## src/rtl/ras_ctrl.sv

```systemverilog
// ras_ctrl -- return-address stack controller for the fetch stage.
//
// Pushes link addresses (pc+4) on jal/jalr and predicts targets on returns.
// Every accepted fetch also produces a checkpoint of the stack pointer state.
// The backend can hand that checkpoint back to rewind the pointers after a
// mispredict. Entry contents are never rewound.
//
// Optional feature macro: RAS_RESTORE_EN
//   defined   : restore_* inputs are honoured and ckpt_* outputs are live
//   undefined : restore_* inputs are ignored and ckpt_* outputs are tied to 0
//
// Ports:
//   i_clk            clock
//   i_reset          synchronous active-high reset
//   i_fetch_valid    one fetched instruction this cycle
//   i_fetch_pc       PC of that instruction
//   i_fetch_pd       predecode class: 2 return, 5 jal, 6 jalr, others inert
//   i_restore_valid  rewind tos/cnt from a checkpoint (drops same-cycle fetch)
//   i_restore_tos    checkpointed top-of-stack pointer
//   i_restore_cnt    checkpointed occupancy (clamped to DEPTH)
//   o_pred_valid     registered: o_pred_target holds a return prediction
//   o_pred_target    registered predicted return target
//   o_ckpt_tos       registered post-update tos of the previous cycle's fetch
//   o_ckpt_cnt       registered post-update occupancy, same timing
//   o_ckpt_valid     registered: previous cycle had an accepted fetch
module ras_ctrl #(
  parameter int DEPTH = 8,
  parameter int PTR_W = $clog2(DEPTH)
) (
  input  logic             i_clk,
  input  logic             i_reset,
  input  logic             i_fetch_valid,
  input  logic [63:0]      i_fetch_pc,
  input  logic [2:0]       i_fetch_pd,
  input  logic             i_restore_valid,
  input  logic [PTR_W-1:0] i_restore_tos,
  input  logic [PTR_W:0]   i_restore_cnt,
  output logic             o_pred_valid,
  output logic [63:0]      o_pred_target,
  output logic [PTR_W-1:0] o_ckpt_tos,
  output logic [PTR_W:0]   o_ckpt_cnt,
  output logic             o_ckpt_valid
);

  localparam logic [2:0]       LP_PD_RET   = 3'd2;
  localparam logic [2:0]       LP_PD_JAL   = 3'd5;
  localparam logic [2:0]       LP_PD_JALR  = 3'd6;
  localparam logic [PTR_W:0]   LP_CNT_FULL = (PTR_W+1)'(DEPTH);
  localparam logic [PTR_W:0]   LP_CNT_ONE  = (PTR_W+1)'(1);
  localparam logic [PTR_W:0]   LP_CNT_ZERO = (PTR_W+1)'(0);
  localparam logic [PTR_W-1:0] LP_TOS_RST  = PTR_W'(DEPTH-1);
  localparam logic [PTR_W-1:0] LP_TOS_ONE  = PTR_W'(1);

  logic [63:0]      r_mem [DEPTH];
  logic [PTR_W-1:0] r_tos;
  logic [PTR_W:0]   r_cnt;
  logic             r_pred_valid;
  logic [63:0]      r_pred_target;

  logic             w_restore;
  logic [PTR_W-1:0] w_rst_tos;
  logic [PTR_W:0]   w_rst_cnt;
  logic             w_accept;
  logic             w_is_call;
  logic             w_is_ret;
  logic             w_push;
  logic             w_pop;
  logic [PTR_W-1:0] w_tos_inc;
  logic [PTR_W-1:0] w_tos_next;
  logic [PTR_W:0]   w_cnt_next;

`ifdef RAS_RESTORE_EN
  assign w_restore = i_restore_valid;
  assign w_rst_tos = i_restore_tos;
  // An occupancy beyond DEPTH cannot exist; clamp rather than trust it.
  assign w_rst_cnt = (i_restore_cnt > LP_CNT_FULL) ? LP_CNT_FULL : i_restore_cnt;
`else
  logic w_unused;
  assign w_restore = 1'b0;
  assign w_rst_tos = LP_TOS_RST;
  assign w_rst_cnt = LP_CNT_ZERO;
  assign w_unused  = ^{i_restore_valid, i_restore_tos, i_restore_cnt};
`endif

  // A restore in the same cycle swallows the fetch entirely.
  assign w_accept  = i_fetch_valid & ~w_restore;
  assign w_push    = w_accept & w_is_call;
  // Underflowing returns give no prediction and leave the pointers alone.
  assign w_pop     = w_accept & w_is_ret & (r_cnt != LP_CNT_ZERO);
  assign w_tos_inc = r_tos + LP_TOS_ONE;

  // Predecode class decode.
  always_comb begin
    w_is_call = 1'b0;
    w_is_ret  = 1'b0;
    case (i_fetch_pd)
      LP_PD_JAL, LP_PD_JALR: w_is_call = 1'b1;
      LP_PD_RET:             w_is_ret  = 1'b1;
      default: begin
        w_is_call = 1'b0;
        w_is_ret  = 1'b0;
      end
    endcase
  end

  // Next pointer state: restore, push, pop or hold.
  always_comb begin
    w_tos_next = r_tos;
    w_cnt_next = r_cnt;
    if (w_restore) begin
      w_tos_next = w_rst_tos;
      w_cnt_next = w_rst_cnt;
    end else if (w_push) begin
      w_tos_next = w_tos_inc;
      // Overflow wraps over the oldest entry; occupancy saturates.
      if (r_cnt == LP_CNT_FULL) begin
        w_cnt_next = LP_CNT_FULL;
      end else begin
        w_cnt_next = r_cnt + LP_CNT_ONE;
      end
    end else if (w_pop) begin
      w_tos_next = r_tos - LP_TOS_ONE;
      w_cnt_next = r_cnt - LP_CNT_ONE;
    end else begin
      w_tos_next = r_tos;
      w_cnt_next = r_cnt;
    end
  end

  // Stack pointer and occupancy registers.
  always_ff @(posedge i_clk) begin
    if (i_reset) begin
      r_tos <= LP_TOS_RST;
      r_cnt <= LP_CNT_ZERO;
    end else begin
      r_tos <= w_tos_next;
      r_cnt <= w_cnt_next;
    end
  end

  // Entry array write; contents are deliberately never reset.
  always_ff @(posedge i_clk) begin
    if (!i_reset && w_push) begin
      r_mem[w_tos_inc] <= i_fetch_pc + 64'd4;
    end
  end

  // Return prediction: the pop reads the entry before this cycle's update.
  always_ff @(posedge i_clk) begin
    if (i_reset) begin
      r_pred_valid  <= 1'b0;
      r_pred_target <= 64'd0;
    end else if (w_pop) begin
      r_pred_valid  <= 1'b1;
      r_pred_target <= r_mem[r_tos];
    end else begin
      r_pred_valid  <= 1'b0;
      r_pred_target <= 64'd0;
    end
  end

  assign o_pred_valid  = r_pred_valid;
  assign o_pred_target = r_pred_target;

`ifdef RAS_RESTORE_EN
  logic             r_ckpt_valid;
  logic [PTR_W-1:0] r_ckpt_tos;
  logic [PTR_W:0]   r_ckpt_cnt;

  // Checkpoint of the post-update pointer state.
  always_ff @(posedge i_clk) begin
    if (i_reset) begin
      r_ckpt_valid <= 1'b0;
      r_ckpt_tos   <= LP_TOS_RST;
      r_ckpt_cnt   <= LP_CNT_ZERO;
    end else begin
      r_ckpt_valid <= w_accept;
      r_ckpt_tos   <= w_tos_next;
      r_ckpt_cnt   <= w_cnt_next;
    end
  end

  assign o_ckpt_valid = r_ckpt_valid;
  assign o_ckpt_tos   = r_ckpt_tos;
  assign o_ckpt_cnt   = r_ckpt_cnt;
`else
  assign o_ckpt_valid = 1'b0;
  assign o_ckpt_tos   = {PTR_W{1'b0}};
  assign o_ckpt_cnt   = LP_CNT_ZERO;
`endif

endmodule

```

## config.mk

```make
export PLATFORM = sky130hd
export DESIGN_NAME = ras_ctrl
export DESIGN_NICKNAME = d
export VERILOG_FILES = /design/src/rtl/ras_ctrl.sv
export SDC_FILE = /design/constraint.sdc
export NUM_CORES = 1
export LEC_CHECK = 0
export CORE_MARGIN = 2
export CORE_UTILIZATION = 37
export CTS_BUF_LIST = sky130_fd_sc_hd__clkbuf_16
export DETAILED_ROUTE_END_ITERATION = 7
export HOLD_SLACK_MARGIN = 0.1
export SLEW_MARGIN = 20
export SYNTH_ARGS = -nofsm -noshare
export SYNTH_HDL_FRONTEND = slang
export SYNTH_SLANG_ARGS = --single-unit
```

## constraint.sdc

```tcl
create_clock -name i_clk -period 6.8 [get_ports i_clk]
set_clock_uncertainty 0.15 [all_clocks]
set_input_delay 0.68 -clock i_clk [delete_from_list [all_inputs] [get_ports i_clk]]
set_output_delay 0.68 -clock i_clk [all_outputs]
set_load 0.03 [all_outputs]
```

[Word level (Yosys, flattened, before mapping)]
Memories as Yosys holds them, arrays and structs flattened. A register that Yosys moved wholly into a read port is not among the register bits.
Cells that the tools add are included.
Word-level totals
  RAM bits: 512
  memories: 1
  logic and storage cells: 33
  bits in registers: 8
  output and inout bits: 73
Cells by class
  reduce and logical (&&, ||, !) cells: 6
  mux-type cells: 10
  equality and inequality tests: 4
  bitwise gates (word level): 4
  add/subtract/negate cells: 5
Memory list
  r_mem: words 8, bits a word 64, rd ports 1, clocked after memory_dff 1, wr ports 1, RTL line 54  | logic [63:0] r_mem [DEPTH];
Operators with widths (count)
  adder 64 x 3 -> 64 bit (second input constant): 1
  two-way mux 4 bit: 3
  equality test 3 bit (second input constant): 2
  two-way mux 3 bit: 2
  two-way mux 1 bit: 5
  adder 4 x 1 -> 4 bit (second input constant): 1
  equality test 4 bit (second input constant): 1
  nonzero test 4 bit: 1
  OR reduction 2 bit: 2
  subtractor 4 x 1 -> 4 bit (second input constant): 1
  adder 3 x 1 -> 3 bit (second input constant): 1
  AND 1 bit: 3
  equality test 3 x 2 -> 1 bit (second input constant): 1
  subtractor 3 x 1 -> 3 bit (second input constant): 1
  nonzero test 2 bit: 1
  logical AND 1 bit: 1
  zero test 1 bit: 1
  NOT 1 bit: 1

[Depth between registers and ports, before layout]
  word-level depth: 7
  depth in mapped cells: 9

[Worst setup path before layout]
OpenSTA, ideal clock, no wires.
  path kind: register -> register
  start point: reg r_tos[0]
  end point: mem r_mem[1][0] (enable)
  period minus slack after synthesis: 6.702 ns
  buffers on the path: 4
  arrival time: 5.987 ns
  required time: 6.085 ns
  slack: 0.098 ns
  stages on the path, launching flop included: 8
  setup time: 0.565 ns
  path through: dfxtp_1 > clkbuf_1 > clkbuf_1 > buf_2 > inv_1 > ha_1 > clkbuf_1 > nor3_1
Between the ends
  word-level cells in the longest chain between the ends: 1
Ends and longest elaborated chain
  start: declaration: RTL line 55  | logic [PTR_W-1:0] r_tos;
  start signal: assignment: RTL line 136  | r_tos <= w_tos_next;
  adder 3 x 1 -> 3 bit: RTL line 90  | assign w_tos_inc = r_tos + LP_TOS_ONE;
  end: declaration: RTL line 54
No other way between the ends.

[Worst setup path after layout]
  start point: in i_fetch_pc[4]
  end point: mem r_mem[5][63] (data pin)
Between the ends
  word-level cells in the longest chain between the ends: 1
Ends and longest elaborated chain
  start: declaration: RTL line 33  | input logic [63:0] i_fetch_pc,
  adder 64 x 3 -> 64 bit: RTL line 144  | r_mem[w_tos_inc] <= i_fetch_pc + 64'd4;
No other way between the ends.

==> results.md <==
- Final design utilization: 44.8%
- Post_cts resized: 0
- Layout cells sized above 1: 18.9%
- Area after DPL: 24800 um^2
- DRC Markers: 0
- Die Wd: 250 um
- Via count: 11000
- Critical path required time: 7.01 ns
- CP dominant cell by count: nand4_1
- Nets: 1401
- Yosys cell types: 41
- Count of state elements after synthesis: 584
- Buffers on Ports: 134
- Post-CTS setup buffer count: 0
- CTS sink count: 584
- Max H-tree Level: 2
- Vias/cell: 5.09
- Async S/R FF share, synth: 0%
- Estimated wirelength of the detail-placed design: 27700 um
- Number of flops mapped to enable cells by yosys: 512
- Pre-antenna DRT Iters: 5
- Inserted Clock Buffers: 61
- Clk Tree Root Cell: clkbuf_16
- Filler instances: 5174
- Post-CTS Hold Fix Bufs: 0
- Unrepaired setup endpoints after global routing: false
- Slew at the pin with the worst max-slew slack: 1.07 ns
- Initial antenna violation count: 4
- Power Density: 296 nW/um^2
- DR iter-0 viols: 918
- Worst setup path class: input port to flip-flop
- Crit path DAT: 4.09 ns
- DRT antenna net count: 0
- Post-Route WL: 49100 um
- Slowest cell on the critical path: nor3_1
- Clock slew at reported path FFs: 0.06 ns
- Worst Setup Start Kind: input port
- Post-Syn Instances: 1148
- Total grt overflow: 0
- CP endpoint kind: flip-flop
- Slowest stage delay, CP: 0.71 ns
- CORE AREA: 60100 um^2
- Global-route usage over all layers: 15.8%
- Vias in the first global route: 11400
- Pins Over Slew Limit: 0
- Area of the mapped netlist: 22400 um^2
- Post-Syn Area per Cell: 19.5 um^2
- Final Hold Viols: 0
- Crit Path Max Fanout: 8
- Status: completed
- Worst path cell trace: clkdlybuf4s50_1, nand4_1, nor4_1, nand4_1, nor3_1, xor2_1
- Diodes inserted: 0
- Main synth FF type: edfxtp_1
- Tcrit/Tclk final: 57.0%
- Clock Tree Buf Depth: 3
- Leak: 0.00917 uW
- CP Buf/Inv Count: 1
- Fmax: 0.258 GHz
- Setup TNS: 0 ns
- CTS tree: built
- Fraction of the yosys area taken by sequential cells: 75.0%
- Die Y: 250 um
- Starting density of the core: 37.3%
- Maximum VDD drop: 0.247 mV
- Final Cell Area: 27000 um^2
- Die footprint: 62600 um^2
- # setup viols final: 0
- Min cycle time layout: 3.87 ns
- Top-Level Pins: 151
- Largest net degree at the start of global routing: 103
- # rows: 90
- Max-slew headroom: 28.4%
- Area Overhead vs Synth: 20.2%
- Reg area: 16800 um^2
- First-pass GRT wire length: 73000 um
- Syn. warnings: 0
- Worst path top cell family by delay: simple AND/OR/NAND/NOR gates
- Final GP Congestion: 0.728
- Hold Path Class: flip-flop to flip-flop
- Area of the multi-input gates: 5390 um^2
- Clock latency on the worst-skew pair: 0.62 ns
- Max Cap Violations: 0
- Routed WL per cell: 22.8 um
## metal layers
metal / routed length (um) / track usage, % / vias up
met1: 21300 / 21.2 / 5704
met2: 24200 / 26.3 / 272
met5: 49 / 0 / -
met3: 2490 / 2.94 / 71
li1: - / - / 4895
met4: 1020 / 4.53 / 8
## cells in the mapped netlist (2+ instances only)
cell type / count / area share (%)
buf_2: 9 / 0.20
mux4_2: 128 / 13
and3_1: 3 / 0.084
nand4_1: 22 / 0.61
clkbuf_1: 29 / 0.49
dfxtp_1: 72 / 6.4
a22oi_1: 2 / 0.067
inv_1: 17 / 0.28
xor2_1: 31 / 1.2
and4_1: 3 / 0.12
nand2_1: 32 / 0.54
or4_4: 2 / 0.10
nand2b_1: 6 / 0.17
nor2_1: 98 / 1.6
edfxtp_1: 512 / 69
nor3_1: 15 / 0.33
nor4_1: 11 / 0.31
o21ai_0: 2 / 0.045
buf_4: 8 / 0.27
a211oi_1: 2 / 0.067
xnor2_1: 36 / 1.4
mux2i_1: 64 / 2.9
buf_1: 8 / 0.13
ha_1: 5 / 0.28
nand3_1: 15 / 0.33
## placed cells by master (no fill, tap or decap), types with 2 or more instances in the layout
cell type,count
a211oi_1,2
a22oi_1,2
and3_1,3
and4_1,3
buf_4,19
bufinv_16,15
clkbuf_16,62
clkdlybuf4s50_1,134
clkinv_1,14
clkinv_2,9
clkinvlp_4,2
conb_1,8
dfxtp_1,69
dfxtp_4,3
edfxtp_1,512
ha_1,5
inv_1,26
mux2i_1,64
mux4_2,128
nand2_1,32
nand2b_1,5
nand3_1,15
nand4_1,22
nor2_1,94
nor2_4,4
nor3_1,11
nor3_2,4
nor4_1,11
o21ai_0,2
or4_4,2
xnor2_1,36
xor2_1,31
## flip-flops by register name, indices dropped and copies added, names as in the netlist
name and cells:
r_mem 512, o_pred_target 64, r_cnt 4, r_tos 3, o_pred_valid 1
## worst reg2reg max path, cell delays in order, from the launching register on
cell	delay, ns
dfxtp_4	1.00
ha_1	0.39
xor2_1	0.33
nand2_1	0.20
nor2_4	0.11
buf_4	0.44
buf_4	0.66
## cell type report
class	instances	share of cell area [%]
Tap cell	782	3.63
Inverter	17	0.237
Clock inverter	53	2.43
Multi-Input combinational cell	500	20.0
Sequential cell	584	62.4
Clock buffer	62	5.75
Timing Repair Buffer	154	5.58
## where the power goes
part | internal (uW) | switching [uW]
registers | 3930 | 37.8
logic | 193 | 206
clock network | 2220 | 1390
total | 6340 | 1630
## final timing paths
kind,cells past startpoint,slack (ns),to,from
min,1,0.41,r_cnt[0],r_cnt[0]
min reg2reg,1,0.41,r_cnt[0],r_cnt[0]
max reg2reg,6,3.11,r_mem[6][21],r_tos[1]
max,6,2.93,r_mem[5][63],i_fetch_pc[4]
## per-stage QoR
stage               worst slack [ns]  cells  hold slack [ns]  total power [uW]
CTS                             2.96   2152            0.408              8070
floorplan                     0.0982   1155            0.351              4300
detailed placement              2.28   2037            0.396              4450
global route                    2.81   2152            0.444              8230
global placement                2.37   2037            0.381              4440
finish                          2.93   2152            0.414              7970
## logic make-up after synthesis
kind of cell	count (synthesis)	synth area share, %
simple gates	216	4.69
xor+xnor	67	2.62
compound gates	12	0.357
buf+inv	71	1.37
flops	584	75.0
fa+ha+maj	5	0.279
other cells	1	0.0167
mux	192	15.7
No activity file was read; power rests on OpenSTA's default activity.
